**config.mk**
```make
export PLATFORM = sky130hd
export DESIGN_NAME = leaf_line_unpacker
export DESIGN_NICKNAME = d
export VERILOG_FILES = /design/src/rtl/leaf_line_unpacker.sv
export SDC_FILE = /design/constraint.sdc
export NUM_CORES = 2
export LEC_CHECK = 0
export ABC_CLOCK_PERIOD_IN_PS = 46400
export CORE_AREA = 8 8 311 313
export DETAILED_ROUTE_END_ITERATION = 12
export DIE_AREA = 0 0 319 321
export PLACE_DENSITY = 0.79
export SETUP_SLACK_MARGIN = 0.2
export SLEW_MARGIN = 10
export SYNTH_ARGS = -nofsm -noshare
export SYNTH_HDL_FRONTEND = slang
export SYNTH_SLANG_ARGS = --single-unit
```
**constraint.sdc**
```tcl
create_clock -name i_clk -period 46.4 [get_ports i_clk]
set_input_delay 11.6 -clock i_clk [delete_from_list [all_inputs] [get_ports i_clk]]
set_output_delay 11.6 -clock i_clk [all_outputs]
set_load 0.02 [all_outputs]
```
**src/rtl/leaf_line_unpacker.sv**
```systemverilog
// Fetches memory lines into a 2-entry buffer and unpacks them, lowest record first, into a leaf FIFO.
// Records reach o_data one cycle after a line returns; i_fifo_full stalls the unpacker and, through the buffer, new requests.
module leaf_line_unpacker #(
    parameter int DATA_WIDTH = 128,
    parameter int LINE_WIDTH = 512,
    parameter int ADDR_WIDTH = 32,
    parameter int LEN_WIDTH  = 32
) (
    input  logic                  i_clk,
    input  logic                  i_rst,
    input  logic                  i_start,
    input  logic [ADDR_WIDTH-1:0] i_base_addr,
    input  logic [LEN_WIDTH-1:0]  i_num_records,
    output logic                  o_req_valid,
    output logic [ADDR_WIDTH-1:0] o_req_addr,
    input  logic                  i_req_ready,
    input  logic                  i_line_valid,
    input  logic [LINE_WIDTH-1:0] i_line,
    output logic [DATA_WIDTH-1:0] o_data,
    output logic                  o_write,
    input  logic                  i_fifo_full,
    output logic                  o_busy,
    output logic                  o_done,
    output logic                  o_err
);
    localparam int RPL   = LINE_WIDTH / DATA_WIDTH;
    localparam int PTR_W = (RPL > 1) ? $clog2(RPL) : 1;

    typedef enum logic [1:0] {IDLE, RUN, DONE} state_t;

    state_t                state, state_nxt;
    logic [LEN_WIDTH-1:0]  lines_rem;
    logic [LEN_WIDTH-1:0]  start_lines;
    logic [ADDR_WIDTH-1:0] req_addr;
    logic [1:0]            outstanding;
    logic [1:0]            count;
    logic                  head;
    logic                  tail;
    logic [PTR_W-1:0]      ptr;
    logic [LINE_WIDTH-1:0] line_buf [2];
    logic                  err;
    logic                  req_fire;
    logic                  line_ok;
    logic                  head_free;
    logic [2:0]            inflight;

    assign start_lines = i_num_records / LEN_WIDTH'(RPL);
    assign inflight    = {1'b0, outstanding} + {1'b0, count};
    assign o_req_valid = (state == RUN) && (lines_rem != '0) && (inflight < 3'd2);
    assign o_req_addr  = req_addr;
    assign req_fire    = o_req_valid && i_req_ready;
    assign line_ok     = i_line_valid && (outstanding != 2'd0);
    assign o_write     = (count != 2'd0) && !i_fifo_full;
    assign head_free   = o_write && (ptr == PTR_W'(RPL - 1));
    assign o_data      = line_buf[head][ptr*DATA_WIDTH +: DATA_WIDTH];
    assign o_busy      = (state != IDLE);
    assign o_done      = (state == DONE);
    assign o_err       = err;

    always_comb begin
        state_nxt = state;
        case (state)
            IDLE: if (i_start) state_nxt = (start_lines == '0) ? DONE : RUN;
            // Last record leaves when the final line is freed with nothing else pending.
            RUN:  if (head_free && count == 2'd1 && lines_rem == '0 && outstanding == 2'd0)
                      state_nxt = DONE;
            DONE: state_nxt = IDLE;
            default: state_nxt = IDLE;
        endcase
    end

    always_ff @(posedge i_clk or posedge i_rst) begin
        if (i_rst) begin
            state       <= IDLE;
            lines_rem   <= '0;
            req_addr    <= '0;
            outstanding <= 2'd0;
            count       <= 2'd0;
            head        <= 1'b0;
            tail        <= 1'b0;
            ptr         <= '0;
            err         <= 1'b0;
        end else begin
            state <= state_nxt;
            if (state == IDLE && i_start) begin
                req_addr  <= i_base_addr;
                lines_rem <= start_lines;
            end else if (req_fire) begin
                req_addr  <= req_addr + ADDR_WIDTH'(RPL);
                lines_rem <= lines_rem - 1'b1;
            end
            case ({req_fire, line_ok})
                2'b10:   outstanding <= outstanding + 2'd1;
                2'b01:   outstanding <= outstanding - 2'd1;
                default: ;
            endcase
            case ({line_ok, head_free})
                2'b10:   count <= count + 2'd1;
                2'b01:   count <= count - 2'd1;
                default: ;
            endcase
            if (line_ok)
                tail <= ~tail;
            if (head_free)
                head <= ~head;
            if (o_write)
                ptr <= (ptr == PTR_W'(RPL - 1)) ? '0 : ptr + 1'b1;
            if (i_line_valid && outstanding == 2'd0)
                err <= 1'b1;
        end
    end

    always_ff @(posedge i_clk or posedge i_rst) begin
        if (i_rst) begin
            line_buf[0] <= '0;
            line_buf[1] <= '0;
        end else if (line_ok) begin
            line_buf[tail] <= i_line;
        end
    end
endmodule

```
# Yosys cells after proc, flatten, opt, wreduce, memory -nomap -nowiden
# Cells that the tools add are included.
# word_totals
reg_bits,1099
input_bits,582
out_inout_bits,165
# op_classes
add_sub_neg,8
magnitude_cmp,4
eq_ne,10
shifts,1
n_mux,17
n_bitwise,4
n_reduce_logical,25
# op_table
op,count
$mux W512,4
$bwmux W1024,1
$demux W512 S1,1
$shiftx A512 B10 Y128,1
$mux W32,4
$logic_not A32 Y1,2
$add A32 B3 Y32 const B,1
$reduce_bool A32 Y1,1
$sub A32 B1 Y32 const B,1
$logic_and A1 B1 Y1,12
$pmux W2 S2,3
$reduce_bool A2 Y1,6
$eq A2 B1 Y1 const B,4
$eq A2 B2 Y1 const B,4
$mux W2,4
$add A2 B1 Y2 const B,3
$ge A2 B2 Y1 const B,2
$logic_not A2 Y1,2
$not A1 Y2,2
$sub A2 B1 Y2 const B,2
$add A2 B2 Y3,1
$lt A3 B2 Y1 const B,1
$lt A2 B1 Y1 const B,1
$ne A2 B1 Y1 const B,1
4 further kinds,5

# Logic depth before layout (Yosys ltp)
# logic_depth
ltp_word,8
depth_mapped,13
ltp_nobuf,10

# Least setup slack after synthesis
# Ideal clock, no wire load.
# synth_path
kind,input -> output
from,input port i_fifo_full
to,output port o_write
t_arrival_ns,11.992
t_required_ns,34.800
path_slack_ns,22.808
cell_stages,1
n_path_buf,0
path_cell_list,nor2_1
# synth_via
elab_chain_cells,2
# synth_rtl
element,line,rtl
"start, declared",21,"input logic i_fifo_full,"
$logic_not A1 Y1,53,assign o_write = (count != 2'd0) && !i_fifo_full;
$logic_and A1 B1 Y1,53,
"end, declared",20,"output logic o_write,"
# No other way between the ends.

# Worst setup path after layout
# Ends and elaborated chain as after synthesis.

==> flow_summary_export.csv <==
group,metric,value,unit
power_and_ir_drop,clockPowerShare,19.0,%
routing,drtIter0Drc,3144,
global_routing,grt_use_total,27.46,%
global_routing,grt_pass1_vias,37620,
critical_path,arrival,13060,ps
die,pin_count,747,
timing,relSlewSlack,25.33,%
die,rows,112,
critical_path,critPathKind,"primary input to output pin",
flow_run,cap_violations,0,
placed_design,place.port_buffers,744,
global_routing,grt_pass1_wl,221400,um
synthesis,synth-edff-count,0,
timing,finalClockSkew,39.38,ps
critical_path,regToRegSetupSlack,41410,ps
critical_path,required,34800,ps
clock_tree,clkLatencyLatePin,690,ps
clock_tree,postCtsResizedCells,0,
layout,finalNetCount,5459,
synthesis,async_flop_share,100.0,%
synthesis,yosysWarnings,0,
placed_design,dp_hpwl,96160,um
routing,viasPerCell,5.759,
critical_path,critPathLaunchType,"primary input",
critical_path,worst_r2r_path_depth,7,
synthesis,yosys_most_used_dff,"dfrtp_1",
clock_tree,htree_levels,3,
power_and_ir_drop,powerDensity,77.78,nW/um^2
clock_tree,cts_setup_buffers,0,
power_and_ir_drop,p_switching,1.742,mW
synthesis,ys_types,68,
die,initial_utilization,54.27,%
routing,post-route-drc-count,0,
power_and_ir_drop,seq_power_share,35.3,%
power_and_ir_drop,p_leak,28.01,nW
clock_tree,clockRootBuffer,"clkbuf_16",
routing,wl_per_cell,22.97,um
power_and_ir_drop,combPwrFrac,45.7,%
synthesis,synthCells,4241,
timing,min_period_over_period,53.14,%
layout,fin_area,62300,sq um
timing,fmax,40.56,MHz
global_routing,grt_max_degree,196,
placed_design,dpl_cell_area,58320,sq um
die,core,92210,sq um
timing,rsz0062_at_grt,"no",
timing,setup_tns,0,ps
clock_tree,hold_buffers,0,
timing,setup_viol,0,
die,die_x,319,um
power_and_ir_drop,intPower,3.104,mW
outcome,status,"complete, no violations",
global_routing,overflow,0,
clock_tree,cts_tree,"yes",
layout,syn_to_final_growth,24.49,%
routing,postRouteAntennaNets,0,
timing,min_period,24660,ps
synthesis,synth.avg_cell_area,11.80,sq um
worst_hold_path,min_path_cells,1,
critical_path,worst_setup_path_end_kind,"output pin",
power_and_ir_drop,peakVddDrop,0.07528,mV
synthesis,synth.cell_area,50040,sq um
routing,num_vias,35940,
power_and_ir_drop,switching_share,35.94,%
placed_design,routabilityCongestion,0.8757,
synthesis,synth-seq-cells,1099,
critical_path,critPathMaxFanout,4,
timing,slew_violations,0,
clock_tree,cts_buffer_depth,3,
timing,hold_violations,0,
die,fp.dieH,321,um
synthesis,seq_area_frac_synth,54.96,%
clock_tree,cts.clk_slew.worst_paths,60,ps
clock_tree,cts_buffers,114,
clock_tree,cts.sinks,1099,
layout,drive_gt1_share,22.90,%
worst_hold_path,min_path_type,"register to register",
synthesis,synthesis.nets,4831,
global_routing,grt_antenna_before_repair,96,
timing,worstMarginPinSlew,1120,ps
routing,drt_wl_total,143300,um
routing,dr.pass1.iters,5,
die,dieArea,102400,sq um
==> layout make-up <==
| cell class | count | area (sq um) |
|---|---|---|
| Fill cell | 6566 | 29910 |
| Sequential cell | 1099 | 27510 |
| Multi-Input combinational cell | 2843 | 21380 |
| Timing Repair Buffer | 786 | 7825 |
| Clock buffer | 181 | 3346 |
| Tap cell | 1197 | 1498 |
| Clock inverter | 31 | 439.2 |
| Antenna cell | 78 | 195.2 |
| Inverter | 25 | 101.3 |
==> cells in the mapped netlist, drive strengths merged (17+ instances only) <==
cell | number | area (sq um)
nand2 | 1589 | 5967
mux2 | 644 | 7252
and3 | 17 | 106.4
buf | 39 | 207.7
dfrtp | 1099 | 27500
mux2i | 17 | 170.2
mux4 | 256 | 5766
nor3 | 20 | 105.1
nor4 | 22 | 152.7
inv | 25 | 93.84
nor2 | 61 | 229.0
clkbuf | 235 | 882.1
nand3 | 26 | 130.1
==> sequential cells by signal, indices dropped and copies added, names as in the netlist, 2 cells and up <==
signal / flops
outstanding: 2
count: 2
line_buf: 1024
ptr: 2
o_req_addr: 32
state: 2
lines_rem: 32
==> cell usage in the layout (no fill, tap or decap), types with 37 or more instances in the layout <==
cell type,synthesis,final
buf_4,1,37
mux2_2,643,643
clkbuf_16,0,115
nor2_1,61,59
clkbuf_1,235,44
clkdlybuf4s50_1,0,744
dfrtp_1,1099,1096
mux4_2,256,256
nand2_1,1588,1587
diode_2,0,78
==> metrics by stage <==
| stage | worst slack (ps) | total power [mW] | hold WS [ps] | utilization [%] | cells |
|---|---|---|---|---|---|
| floorplan | 3857 | 3.156 | 440.3 | - | 4241 |
| global placement | 21740 | 3.844 | 441.8 | 63.24 | 5950 |
| detailed placement | 21730 | 3.922 | 456.8 | 63.24 | 5950 |
| CTS | 21720 | 4.869 | 471.7 | 67.35 | 6162 |
| global route | 21690 | 5.106 | 485.6 | 67.52 | 6224 |
| finish | 21740 | 4.845 | 465.6 | 67.56 | 6240 |
==> worst paths after layout <==
kind                           startpoint            end
max in group asynchronous           i_rst  line_buf[396]
min in group asynchronous           i_rst  line_buf[221]
min reg2reg                         o_err          o_err
max reg2reg                outstanding[1]  line_buf[317]
min                                 o_err          o_err
max                           i_fifo_full        o_write
==> power by group through the flow <==
stage | registers, mW | clock network (mW) | logic, mW
after floorplan | 1.63 | 0 | 1.52
after global placement | 1.69 | 0 | 2.16
final | 1.71 | 0.921 | 2.21
after global routing | 1.77 | 0.974 | 2.36
after detailed placement | 1.71 | 0 | 2.21
after CTS | 1.71 | 0.937 | 2.23
==> per-layer routing <==
layer | vias to the layer above | global-route usage [%] | share of wire, %
met5 | - | 0 | 0.17
met4 | 40 | 15.06 | 5.2
met3 | 356 | 8.074 | 7.9
met2 | 1255 | 44.30 | 49
met1 | 18350 | 33.37 | 38
li1 | 15940 | - | -
==> cell families after synthesis <==
group,count (synthesis),share of synthesized area [%]
AO/OA/AOI/OAI,113,1.723
XOR/XNOR,6,0.1050
adder cells (fa/ha/maj),8,0.2150
buffers and inverters,299,2.365
flip-flops,1099,54.96
multiplexers,917,26.35
AND/OR/NAND/NOR,1799,14.28
==> critical path, cell delays in order <==
cell and delay [ps]:
clkdlybuf4s50_1 400, nor2_1 360, clkdlybuf4s50_1 700
No activity file was read; power rests on OpenSTA's default activity.
